[config.mk]
export PLATFORM = sky130hd
export DESIGN_NAME = reorder_buffer
export DESIGN_NICKNAME = d
export VERILOG_FILES = /design/src/rtl/reorder_buffer.sv
export SDC_FILE = /design/constraint.sdc
export NUM_CORES = 2
export LEC_CHECK = 0
export CAP_MARGIN = 20
export CORE_ASPECT_RATIO = 0.6
export CORE_MARGIN = 4
export CORE_UTILIZATION = 62
export DETAILED_ROUTE_END_ITERATION = 8
export GPL_TIMING_DRIVEN = 0
export PLACE_DENSITY = 0.81
export SYNTH_ARGS = -nofsm -noshare
export SYNTH_HDL_FRONTEND = slang
export SYNTH_SLANG_ARGS = --single-unit
[constraint.sdc]
create_clock -name clk -period 7.81 [get_ports clk]
set_clock_uncertainty 0.1 [all_clocks]
set_input_delay 1.562 -clock clk [delete_from_list [all_inputs] [get_ports clk]]
set_output_delay 1.562 -clock clk [all_outputs]
set_load 0.01 [all_outputs]
[src/rtl/reorder_buffer.sv]
// reorder_buffer: circular in-order ROB with dual CDB writeback, single-entry retire and mispredict rollback
module reorder_buffer #(
  parameter int ROB_SIZE     = 16,
  parameter int ROB_ID_WIDTH = 5
) (
  input  logic                    clk,
  input  logic                    rst,
  input  logic                    rdy,
  input  logic                    alloc_signal_from_dispatcher,
  input  logic [4:0]              rd_from_dispatcher,
  input  logic [1:0]              type_from_dispatcher,
  input  logic                    pred_taken_from_dispatcher,
  input  logic [31:0]             pc_from_dispatcher,
  output logic [ROB_ID_WIDTH-1:0] rob_id_to_dispatcher,
  output logic                    full_to_dispatcher,
  input  logic [ROB_ID_WIDTH-1:0] query_id1_from_dispatcher,
  input  logic [ROB_ID_WIDTH-1:0] query_id2_from_dispatcher,
  output logic                    ready1_to_dispatcher,
  output logic                    ready2_to_dispatcher,
  output logic [31:0]             value1_to_dispatcher,
  output logic [31:0]             value2_to_dispatcher,
  input  logic                    alu_valid,
  input  logic [ROB_ID_WIDTH-1:0] alu_rob_id,
  input  logic [31:0]             alu_value,
  input  logic                    alu_taken,
  input  logic [31:0]             alu_target,
  input  logic                    lsb_valid,
  input  logic [ROB_ID_WIDTH-1:0] lsb_rob_id,
  input  logic [31:0]             lsb_value,
  output logic                    commit_flag,
  output logic [4:0]              rd_to_reg,
  output logic [ROB_ID_WIDTH-1:0] Q_to_reg,
  output logic [31:0]             V_to_reg,
  output logic                    store_commit_flag,
  output logic [ROB_ID_WIDTH-1:0] store_rob_id,
  output logic                    rollback_flag,
  output logic [31:0]             target_pc
);
  localparam int IW = $clog2(ROB_SIZE);
  localparam logic [1:0] BRANCH = 2'd1;
  localparam logic [1:0] STORE = 2'd2;
  localparam logic [ROB_ID_WIDTH-1:0] ONE = ROB_ID_WIDTH'(1);
  logic [ROB_SIZE-1:0] busy, ready, pred, real_t;
  logic [1:0]  typ    [ROB_SIZE];
  logic [4:0]  rd     [ROB_SIZE];
  logic [31:0] value  [ROB_SIZE];
  logic [31:0] pc     [ROB_SIZE];
  logic [31:0] target [ROB_SIZE];
  logic [IW-1:0] head, tail, alu_idx, lsb_idx;
  logic [IW:0] count;
  logic alu_hit, lsb_hit, commit, rollback, alloc_ok;
  function automatic logic [IW-1:0] nxt(input logic [IW-1:0] p);
    return p == IW'(ROB_SIZE - 1) ? '0 : p + 1'b1;
  endfunction
  // Tag 0 is always ready; a same-cycle CDB broadcast beats the stored entry, ALU first.
  function automatic logic [32:0] lookup(input logic [ROB_ID_WIDTH-1:0] id);
    logic [IW-1:0] i;
    i = IW'(id - ONE);
    return id == '0 ? {1'b1, 32'd0} :
           (alu_valid && alu_rob_id == id) ? {1'b1, alu_value} :
           (lsb_valid && lsb_rob_id == id) ? {1'b1, lsb_value} : {ready[i], value[i]};
  endfunction
  always_comb begin
    rob_id_to_dispatcher = ROB_ID_WIDTH'(tail) + ONE;
    full_to_dispatcher = count == (IW+1)'(ROB_SIZE);
    {ready1_to_dispatcher, value1_to_dispatcher} = lookup(query_id1_from_dispatcher);
    {ready2_to_dispatcher, value2_to_dispatcher} = lookup(query_id2_from_dispatcher);
    alu_idx = IW'(alu_rob_id - ONE);
    lsb_idx = IW'(lsb_rob_id - ONE);
    alu_hit = alu_valid && alu_rob_id != '0 && alu_rob_id <= ROB_ID_WIDTH'(ROB_SIZE) && busy[alu_idx];
    lsb_hit = lsb_valid && lsb_rob_id != '0 && lsb_rob_id <= ROB_ID_WIDTH'(ROB_SIZE) && busy[lsb_idx]
              && !(alu_hit && alu_idx == lsb_idx);
    commit = rdy && count != '0 && busy[head] && ready[head];
    rollback = commit && typ[head] == BRANCH && real_t[head] != pred[head];
    alloc_ok = rdy && alloc_signal_from_dispatcher && !full_to_dispatcher && !rollback;
  end
  always_ff @(posedge clk) begin
    if (rst) begin
      busy <= '0;
      ready <= '0;
      head <= '0;
      tail <= '0;
      count <= '0;
      commit_flag <= 1'b0;
      store_commit_flag <= 1'b0;
      rollback_flag <= 1'b0;
      rd_to_reg <= '0;
      Q_to_reg <= '0;
      V_to_reg <= '0;
      store_rob_id <= '0;
      target_pc <= '0;
    end else begin
      commit_flag <= commit;
      store_commit_flag <= commit && typ[head] == STORE;
      rollback_flag <= rollback;
      if (commit) begin
        rd_to_reg <= rd[head];
        Q_to_reg <= ROB_ID_WIDTH'(head) + ONE;
        V_to_reg <= value[head];
      end
      if (commit && typ[head] == STORE) store_rob_id <= ROB_ID_WIDTH'(head) + ONE;
      if (rollback) target_pc <= real_t[head] ? target[head] : pc[head] + 32'd4;
      if (rdy) begin
        if (alu_hit) begin
          ready[alu_idx] <= 1'b1;
          value[alu_idx] <= alu_value;
          real_t[alu_idx] <= alu_taken;
          target[alu_idx] <= alu_target;
        end
        if (lsb_hit) begin
          ready[lsb_idx] <= 1'b1;
          value[lsb_idx] <= lsb_value;
        end
        if (alloc_ok) begin
          busy[tail] <= 1'b1;
          ready[tail] <= 1'b0;
          real_t[tail] <= 1'b0;
          typ[tail] <= type_from_dispatcher;
          rd[tail] <= rd_from_dispatcher;
          pc[tail] <= pc_from_dispatcher;
          pred[tail] <= pred_taken_from_dispatcher;
          tail <= nxt(tail);
        end
        if (commit) begin
          busy[head] <= 1'b0;
          ready[head] <= 1'b0;
          head <= nxt(head);
        end
        if (rollback) begin
          busy <= '0;
          ready <= '0;
          head <= '0;
          tail <= '0;
          count <= '0;
        end else count <= count + (IW+1)'(alloc_ok) - (IW+1)'(commit);
      end
    end
  end
endmodule

==> flow_results.org <==
** Outcome
- The flow ran to the end, but the final reports show violations.
- Violated checks :: design-rule violations, negative setup slack

** Detailed routing
- Wires add up to 295 mm.
- DRC violation count after routing :: 51
- Average routed wire per standard cell :: 39.3 um
- The final route contains 57484 vias.
- Before antenna repair, the detailed router went through 9 iterations.
- Post-detailed-route via-to-cell ratio :: 7.66
- DRT antenna net count :: 0
- The first routing iteration left 11257 violations.

** Die
- For this configuration, the core starts out at a cell density of 62.5%.
- From left edge to right edge, the die measures 492 um.
- After floorplanning, the core was divided into 106 placement rows.
- Die ar. :: 147000 um^2
- Die Ht :: 299 um
- Number of I/O pins :: 317
- The region available for standard cell placement spans 140000 um^2.

** Clock network
- The clock tree synthesis step divided the H-tree into 4 levels.
- Total CTS buffers :: 165
- TritonCTS built the clock tree.
- Buffer type at the clock tree root :: sky130_fd_sc_hd__clkbuf_16
- Skew-Pair Late Insertion Delay :: 0.84 ns
- Clk pin slew, worst setup/hold paths :: 0.06 ns
- Number of sinks on the clock net :: 1811
- Counting along the longest clock path gives a buffer depth of 3.

** STA
- Setup violations remaining at the end of the flow were counted as 30.
- The final count of hold timing violations is 0.
- The worst pin sits at a relative slew slack of 11.8%.
- Adding up every negative setup slack in the final design gives -2.49 ns.
- Minimum clock period :: 8.07 ns
- The count of final max-slew check failures is 0.
- For this run, the top clock speed supported by timing is 124 MHz.
- Portion of the clock cycle consumed by the worst path in the final layout :: 103%
- Once routing completed, OpenROAD measured the worst setup slack at -0.255 ns.
- Slew at the pin with the worst max-slew slack :: 1.32 ns

** Final layout
- Design area :: 101000 um^2
- Layout overhead on the synthesized area :: 15.8%
- Largest registers :: pc: 512 flops, target: 512 flops, value: 512 flops
- After the last flow step, the layout net total stands at 5643.
- Number of fillers in the final layout :: 8214
- In the final layout, the share of cells above drive strength 1 is 34.0%.
- Summing all multi-input logic gate instances after layout gives 32400 um^2.
- The sequential cells in the finished layout cover a total of 53100 um^2.

** Placed design
- Once placement finished, the instance area stood at 95100 um^2.
- After legalization and detailed placement, the total HPWL measured 204 mm.
- Number of port buffers :: 276
- The congestion estimate from routability-driven global placement came to 0.989.

** Power
- Part of the total power dissipated in sequential elements :: 52.0%
- The share of total power dissipated in the clock network is 40.2%.
- Combinational logic is responsible for 7.8% of the overall power.
- Static leakage power :: 0.0314 uW
- Of the total power, the share spent switching nets is 23.4%.
- Power spread over the standard cell area amounts to 202 nW/um^2.
- Total net switching power :: 4780 uW
- The worst-case IR drop observed on VDD is 241 uV.
- Internal Dissipation :: 15600 uW

** Worst setup path
- STA puts the critical path data arrival time at 6.40 ns.
- In this run the worst path has a maximum fanout of 10.
- Startpoint type of the worst setup path :: input pin
- STA puts the critical path data required time at 6.15 ns.
- The critical path is of the input pin to primary output type.
- The worst setup path is captured at a primary output.

** GRT
- Maximum number of pins on one net before global-route repair :: 24
- Number of global-route vias before repair :: 54600
- For this run the aggregate overflow at the end of global routing stands at 0.
- The first global-routing pass estimated 412 mm of wire.
- Global routing used 40.0% of the available tracks.
- The number of antenna violations at the first check in global routing came to 44.

** Synthesis
- Yosys warning total :: 0
- Syn nets :: 5061
- Number of distinct standard cells referenced by the synthesized netlist :: 74
- For this run, asynchronously set or reset flops after synthesis account for 0%.
- The synthesized design spends more area on one cell type than any other, namely sky130_fd_sc_hd__edfxtp_1.
- Cell area after technology mapping :: 87300 um^2
- Most used flip-flop cell after synthesis :: sky130_fd_sc_hd__edfxtp_1
- Yosys mapped a number of flops with a built-in enable equal to 1680.
- Mean post-synth cell area :: 17.9 um^2
- Cell count after synthesis :: 4870
- After synthesis the netlist holds a flip-flop and latch count of 1811.
- The top cell type by area accounts for 57.8% of the synthesized area.
- The share of the Yosys chip area taken by registers is 60.8%.
- Yosys attributes the largest share of cell area to sky130_fd_sc_hd__edfxtp_1, sky130_fd_sc_hd__mux4_2, sky130_fd_sc_hd__mux2_2, sky130_fd_sc_hd__dfxtp_1, sky130_fd_sc_hd__mux2i_1.

** Worst hold path
- Class of the tightest hold or removal check :: flip-flop to flip-flop

** Job
- Maximum Capacitance Violations :: 0
## kinds of logic (layout without fill, tap and decap cells)
| logic type | count (synthesis) | after routing | share of synthesized area (%) |
|---|---|---|---|
| adders and majority gates | 28 | 28 | 0.410 |
| other | 0 | 28 | 0 |
| AOI/OAI and AO/OA | 445 | 445 | 3.50 |
| xor gates and xnor gates | 69 | 69 | 0.693 |
| DFF | 1811 | 1811 | 60.8 |
| muxes | 1455 | 1455 | 28.9 |
| buffers and inverters | 501 | 1221 | 2.63 |
| and+or+nand+nor | 561 | 561 | 3.09 |
## path summary, 6_finish.rpt
check        cells past startpoint                       end  slack [ns]                    startpoint
max reg2reg                     21                  count[4]        1.92                       head[0]
min reg2reg                      2              V_to_reg[21]        0.35                  V_to_reg[21]
max                             12  value2_to_dispatcher[30]       -0.26  query_id2_from_dispatcher[0]
min                              2              V_to_reg[21]        0.35                  V_to_reg[21]
## per-stage QoR
step | total power, uW | hold slack [ns] | cells | setup slack (ns) | util [%]
3_5_place_dp | 12300 | 0.347 | 7154 | -2.05 | 68.2
3_3_place_gp | 12300 | 0.343 | 7036 | -4.13 | 66.2
2_1_floorplan | 11600 | 0.366 | 4870 | 1.01 | -
4_1_cts | 20300 | 0.354 | 7458 | 0.000999 | 72.1
6_report | 20400 | 0.353 | 7508 | -0.255 | 72.4
5_1_grt | 20900 | 0.368 | 7500 | -0.0328 | 72.4
## final cells by class
class                   instances  area share, %
plain buffers                 460           2.22
clock buffers                 213           4.39
multi-input cells            2558           32.0
clock inverters                92          0.906
diodes                         28         0.0694
flip-flops and latches       1811           52.5
inverters                      39          0.145
repair buffers                417           5.35
well taps                    1890           2.34
## layout by cell type (no fill, tap or decap), types with 16 or more instances in the layout
| master | Yosys | routed |
|---|---|---|
| sky130_fd_sc_hd__clkdlybuf4s50_1 | 0 | 276 |
| sky130_fd_sc_hd__nor4_1 | 17 | 17 |
| sky130_fd_sc_hd__xnor2_1 | 25 | 25 |
| sky130_fd_sc_hd__mux4_2 | 762 | 762 |
| sky130_fd_sc_hd__clkbuf_2 | 0 | 20 |
| sky130_fd_sc_hd__nor3_1 | 22 | 21 |
| sky130_fd_sc_hd__clkbuf_1 | 281 | 283 |
| sky130_fd_sc_hd__nor2_4 | 0 | 31 |
| sky130_fd_sc_hd__nor2_1 | 202 | 170 |
| sky130_fd_sc_hd__buf_6 | 4 | 16 |
| sky130_fd_sc_hd__diode_2 | 0 | 28 |
| sky130_fd_sc_hd__nand3_1 | 26 | 26 |
| sky130_fd_sc_hd__inv_1 | 36 | 36 |
| sky130_fd_sc_hd__o21ai_0 | 47 | 31 |
| sky130_fd_sc_hd__a211oi_1 | 162 | 159 |
| sky130_fd_sc_hd__buf_2 | 75 | 79 |
| sky130_fd_sc_hd__clkbuf_16 | 0 | 167 |
| sky130_fd_sc_hd__buf_8 | 3 | 57 |
| sky130_fd_sc_hd__mux4_1 | 27 | 27 |
| sky130_fd_sc_hd__clkinv_2 | 0 | 29 |
| sky130_fd_sc_hd__edfxtp_1 | 1680 | 1680 |
| sky130_fd_sc_hd__xor2_1 | 44 | 43 |
| sky130_fd_sc_hd__mux2_2 | 514 | 514 |
| sky130_fd_sc_hd__nor2b_1 | 44 | 44 |
| sky130_fd_sc_hd__ha_1 | 27 | 26 |
| sky130_fd_sc_hd__clkinv_1 | 1 | 34 |
| sky130_fd_sc_hd__buf_16 | 0 | 31 |
| sky130_fd_sc_hd__nand2_1 | 160 | 160 |
| sky130_fd_sc_hd__a21oi_1 | 132 | 132 |
| sky130_fd_sc_hd__mux2i_1 | 152 | 152 |
| sky130_fd_sc_hd__a221oi_1 | 26 | 26 |
| sky130_fd_sc_hd__o21ai_4 | 0 | 16 |
| sky130_fd_sc_hd__buf_4 | 21 | 27 |
| sky130_fd_sc_hd__a22oi_1 | 16 | 16 |
| sky130_fd_sc_hd__buf_1 | 67 | 59 |
| sky130_fd_sc_hd__buf_12 | 11 | 52 |
| sky130_fd_sc_hd__dfxtp_1 | 131 | 131 |
## repair_timing
item | CTS | global route
buffers inserted | 1 | 0
cloned | 0 | 0
pin swaps | 1 | 0
hold buffers | 0 | 0
resized for setup | 58 | 26
endpoints found under the setup margin | 66 | 51
## per-layer routing
layer / part of all wire (%) / track usage [%]
met2: 41 / 52.3
met3: 19 / 20.3
met1: 35 / 57.6
met5: 0.087 / 0.519
met4: 4.4 / 14.6
## worst max-delay path, stage by stage
cell and delay, ns:
sky130_fd_sc_hd__clkbuf_2 0.37, sky130_fd_sc_hd__buf_4 0.38, sky130_fd_sc_hd__buf_2 0.37, sky130_fd_sc_hd__buf_8 0.21
sky130_fd_sc_hd__xor2_1 0.16, sky130_fd_sc_hd__nor4_1 0.06, sky130_fd_sc_hd__nand3_1 0.15, sky130_fd_sc_hd__clkbuf_1 0.82
sky130_fd_sc_hd__clkbuf_1 1.04, sky130_fd_sc_hd__nor2_1 0.11, sky130_fd_sc_hd__a211oi_1 0.50, sky130_fd_sc_hd__clkdlybuf4s50_1 0.64
## cells in the mapped netlist (47+ instances only)
cell / number
sky130_fd_sc_hd__dfxtp_1: 131
sky130_fd_sc_hd__o21ai_0: 47
sky130_fd_sc_hd__a21oi_1: 132
sky130_fd_sc_hd__buf_2: 75
sky130_fd_sc_hd__mux2i_1: 152
sky130_fd_sc_hd__nor2_1: 202
sky130_fd_sc_hd__buf_1: 67
sky130_fd_sc_hd__clkbuf_1: 281
sky130_fd_sc_hd__mux4_2: 762
sky130_fd_sc_hd__nand2_1: 160
sky130_fd_sc_hd__a211oi_1: 162
sky130_fd_sc_hd__mux2_2: 514
sky130_fd_sc_hd__edfxtp_1: 1680
## power groups by stage
stage,Sequential [uW],Combinational [uW],Clock [uW]
5_1_grt,10600,1640,8630
6_report,10600,1600,8210
2_1_floorplan,10800,803,0
3_5_place_dp,10800,1500,0
4_1_cts,10600,1520,8180
3_3_place_gp,10800,1440,0
(Power assumes the default switching activity.)
